**src/rtl/counter4_if.sv**
```systemverilog
// counter4 bus: count enable in, count and overflow flag out.
// The master drives inc; the slave (the counter) drives cnt and wrap.
interface counter4_if #(
   parameter int WIDTH = 4
) ();
   logic             inc;
   logic [WIDTH-1:0] cnt;
   logic             wrap;

   modport master (
      output inc,
      input  cnt,
      input  wrap
   );

   modport slave (
      input  inc,
      output cnt,
      output wrap
   );
endinterface

```
**src/rtl/counter4.sv**
```systemverilog
// counter4: enable-gated up counter with a registered one-cycle wrap flag.
// Optional macro COUNTER4_SAT_EN makes the counter saturate at its maximum.
module counter4 #(
   parameter int WIDTH   = 4,
   parameter int RST_VAL = 0
) (
   input  logic      clk,
   input  logic      rstn,
   counter4_if.slave bus
);
   localparam logic [WIDTH-1:0] LP_RST = WIDTH'(RST_VAL);
   localparam logic [WIDTH-1:0] LP_MAX = {WIDTH{1'b1}};
`ifdef COUNTER4_SAT_EN
   localparam logic [WIDTH-1:0] LP_PRE = LP_MAX - WIDTH'(1);
`endif

   // Initialisers give defined outputs before the first reset edge.
   logic [WIDTH-1:0] r_cnt_q = LP_RST;
   logic             r_wrap  = 1'b0;

   logic [WIDTH-1:0] w_cnt_nxt;
   logic             w_wrap_nxt;
   logic             w_at_max;

   assign w_at_max = (r_cnt_q == LP_MAX);
   assign bus.cnt  = r_cnt_q;
   assign bus.wrap = r_wrap;

   // Next count and overflow flag taken on an enabled edge.
   always_comb begin
      w_cnt_nxt  = r_cnt_q + WIDTH'(1);
      w_wrap_nxt = w_at_max;
`ifdef COUNTER4_SAT_EN
      if (w_at_max) begin
         w_cnt_nxt  = r_cnt_q;
         w_wrap_nxt = 1'b0;
      end else begin
         w_wrap_nxt = (r_cnt_q == LP_PRE);
      end
`endif
   end

   // State update: reset beats enable, idle edges clear the flag.
   always_ff @(posedge clk) begin
      if (!rstn) begin
         r_cnt_q <= LP_RST;
         r_wrap  <= 1'b0;
      end else if (bus.inc) begin
         r_cnt_q <= w_cnt_nxt;
         r_wrap  <= w_wrap_nxt;
      end else begin
         r_wrap  <= 1'b0;
      end
   end
endmodule

```
**src/flat_wrapper.sv**
```systemverilog
// flat-port wrapper written by rule: the top's interface ports become plain ports
module counter4_flat 
#(
   parameter int WIDTH   = 4,
   parameter int RST_VAL = 0
)
  (clk, rstn, bus_inc, bus_cnt, bus_wrap);
  counter4_if #(.WIDTH(WIDTH)) bus_i ();
  input  logic clk;
  input  logic rstn;
  input wire logic [$bits(bus_i.inc)-1:0] bus_inc;
  output wire logic [$bits(bus_i.cnt)-1:0] bus_cnt;
  output wire logic [$bits(bus_i.wrap)-1:0] bus_wrap;
  assign bus_i.inc = bus_inc;
  assign bus_cnt = bus_i.cnt;
  assign bus_wrap = bus_i.wrap;
  counter4 #(.WIDTH(WIDTH), .RST_VAL(RST_VAL)) u_core (.clk(clk), .rstn(rstn), .bus(bus_i));
endmodule
```
**config.mk**
```make
export PLATFORM = sky130hd
export DESIGN_NAME = counter4_flat
export DESIGN_NICKNAME = d
export VERILOG_FILES = /design/src/rtl/counter4_if.sv /design/src/rtl/counter4.sv /design/src/flat_wrapper.sv
export SDC_FILE = /design/constraint.sdc
export NUM_CORES = 1
export LEC_CHECK = 0
export BUFFER_PORTS_ARGS = -buffer_cell sky130_fd_sc_hd__buf_2
export CAP_MARGIN = 30
export CORE_AREA = 2 2 39 41
export CTS_CLUSTER_DIAMETER = 60
export DETAILED_ROUTE_END_ITERATION = 7
export DIE_AREA = 0 0 41 43
export HOLD_SLACK_MARGIN = 0.15
export PLACE_DENSITY = 0.44
export SLEW_MARGIN = 20
export SYNTH_ARGS = -nofsm -noshare
export SYNTH_HDL_FRONTEND = slang
export SYNTH_SLANG_ARGS = --single-unit
```
**constraint.sdc**
```tcl
create_clock -name clk -period 1.3 [get_ports clk]
set_input_delay 0.26 -clock clk [delete_from_list [all_inputs] [get_ports clk]]
set_output_delay 0.26 -clock clk [all_outputs]
set_load 0.1 [all_outputs]
```
==> run_results.csv <==
group,metric,value,unit
critical_path,cp_slowest_cell,"buf_2",
yosys,syn_area,213,sq um
clock_network,htree_levels,1,
detailed_routing,avgViaCountPerCell,3.83,
detailed_routing,vias,180,
sta,min_period,1.21,ns
sta,grt_setup_unrepaired,"false",
outcome,status,"finished clean",
global_routing,grt_pass1_wl,662,microns
sta,fin_tns_setup,0,ns
sta,final.setup.worst_slack,0.0910,ns
floorplan,rows,14,
sta,setup_viol,0,
floorplan,ios,8,
sta,slew_headroom,68.1,%
sta,worst_pin_slew,0.482,ns
critical_path,critPathMaxStageDelay,0.41,ns
floorplan,die_x,41,microns
power_and_ir_drop,powerDensity,1300,mW/mm^2
clock_network,clkTransAtPathRegs,0.04,ns
critical_path,path_cells,"buf_2",
cells_and_area,syn_to_final_growth,63.5,%
critical_path,cp_top_family,"buffers and inverters",
clock_network,cts_root_buffer,"clkbuf_4",
yosys,synth_warnings,0,
clock_network,cts_tree,"built",
cells_and_area,fillers,153,
global_routing,grtUsageTotal,6.63,%
critical_path,cp-start-kind,"flip-flop",
detailed_routing,postRouteAntennaNets,0,
critical_path,cp.arrival,0.95,ns
clock_network,hold_buffers,0,
clock_network,cts-buffers-inserted,3,
global_routing,grt_pass1_vias,165,
worst_hold_path,min_path_type,"in2reg",
clock_network,post_cts_buffers,0,
sta,finalCritPeriodShare,93.0,%
floorplan,start_util,15.4,%
critical_path,crit_buf_inv,1,
floorplan,core_area,0.00138,sq mm
yosys,syn_inst,21,
global_routing,antenna_found_initial,0,
floorplan,die_h,43,microns
clock_network,post_cts_resized,0,
floorplan,dieArea,0.00176,sq mm
cells_and_area,final_layout_size_suffix_gt1_share,48.4,%
flow_run,cap_violations,0,
global_routing,grt-ovfl-total,0,
detailed_routing,route.detailed.wl_per_inst,8.04,microns
power_and_ir_drop,ir_worst_vdd,0.715,mV
cells_and_area,regArea,105,sq um
critical_path,crit_path_max_fanout,1,
cells_and_area,final_cell_mix,"buf_12 (4), dfxtp_2 (4), nor2_1 (3), clkbuf_4 (3), buf_2 (3)",
cells_and_area,multiInputGateArea,97.6,sq um
clock_network,cts_num_sinks,5,
placed_design,dp_slack,0.345,ns
sta,max_freq,827,MHz
sta,slew_viol_final,0,
sta,fin_skew,0.00252,ns
power_and_ir_drop,p_leak,0.000154,uW
detailed_routing,drt_iter0_drc,3,
detailed_routing,drc_errors,0,
sta,finalHoldViolCount,0,
yosys,synthDistinctLibCells,13,
yosys,yosysSeqAreaShare,47.1,%
global_routing,grt_max_degree,7,
placed_design,port_buffers,7,
yosys,synth.avg_cell_area,10.1,sq um
cells_and_area,n_antenna_cell,0,
yosys,synth-seq-cells,5,
clock_network,clk_latency,0.24,ns
cells_and_area,fin_nets,36,
critical_path,cp.required,1.04,ns
critical_path,path_class,"reg2out",
yosys,synth_nets,25,
placed_design,gp_congestion,0.621,
detailed_routing,finalWirelength,378,microns
clock_network,clock_path_buffers,2,
detailed_routing,dr.pass1.iters,2,
critical_path,crit_path_end_kind,"output pin",
## worst paths after layout
path | start | endpoint | slack [ns] | depth (start not counted)
worst max register to register | u_core.bus.cnt[0]$_SDFFE_PN0P_ | u_core.bus.cnt[2]$_SDFFE_PN0P_ | 0.33 | 3
worst max-delay path | u_core.bus.wrap$_SDFF_PN0_ | bus_wrap | 0.09 | 1
worst min-delay path | rstn | u_core.bus.cnt[3]$_SDFFE_PN0P_ | 0.28 | 3
worst min register to register | u_core.bus.cnt[3]$_SDFFE_PN0P_ | u_core.bus.cnt[3]$_SDFFE_PN0P_ | 0.49 | 2
## cells in the mapped netlist
cell | count | area share (%)
mux2i_1 | 2 | 9.4
dfxtp_1 | 5 | 47
nand4_1 | 2 | 5.9
nand2b_1 | 1 | 2.9
a21oi_1 | 1 | 2.4
nand3b_1 | 1 | 3.5
xnor2_1 | 1 | 4.1
a21bo_2 | 1 | 4.7
inv_1 | 1 | 1.8
ha_1 | 1 | 5.9
nor2_1 | 3 | 5.3
buf_6 | 1 | 5.3
nand2_1 | 1 | 1.8
## power by group
| part | total [uW] | switching, uW | internal [uW] |
|---|---|---|---|
| sequential | 173 | 11.1 | 162 |
| combinational | 99.2 | 62.3 | 36.9 |
| clock | 181 | 64.7 | 116 |
| total | 453 | 138 | 315 |
## layout make-up
class	instances	area share, %
timing repair buffer	7	27.3
tap	16	5.76
sequential	5	30.2
inverter	1	1.08
multi-input combinational	14	28.1
clock buffer	4	7.55
## kinds of logic (layout without fill, tap and decap cells)
kind of cell | count (synthesis) | count (layout) | synth area share [%]
simple gates | 8 | 8 | 19.4
flops | 5 | 5 | 47.1
compound gates | 2 | 2 | 7.06
mux | 2 | 2 | 9.41
buf+inv | 2 | 12 | 7.06
fa+ha+maj | 1 | 1 | 5.88
xor+xnor | 1 | 1 | 4.12
## state kept, by name (all words and copies together), names as in the netlist
register	count
u_core.bus.wrap	1
u_core.bus.cnt	4
## layer usage
metal  vias to the layer above  track usage (%)  routed length [microns]  share of wire (%)
met5                         -                0                        0                  0
met4                         0             4.00                        0                  0
met3                         0             9.42                       67                 18
met2                        11             6.25                      135                 36
met1                        78             7.07                      176                 47
li1                         91                -                        -                  -
## metrics by stage
stage	util, %	std cells	cell area [sq um]	hold WS [ns]	total power, uW
floorplan	-	21	218	0.403	241
global placement	23.2	43	322	0.487	276
detailed placement	23.2	43	322	0.491	276
CTS	25.1	47	348	0.278	464
global route	25.1	47	348	0.266	491
finish	25.1	47	348	0.283	453
No activity file was read; power rests on OpenSTA's default activity.
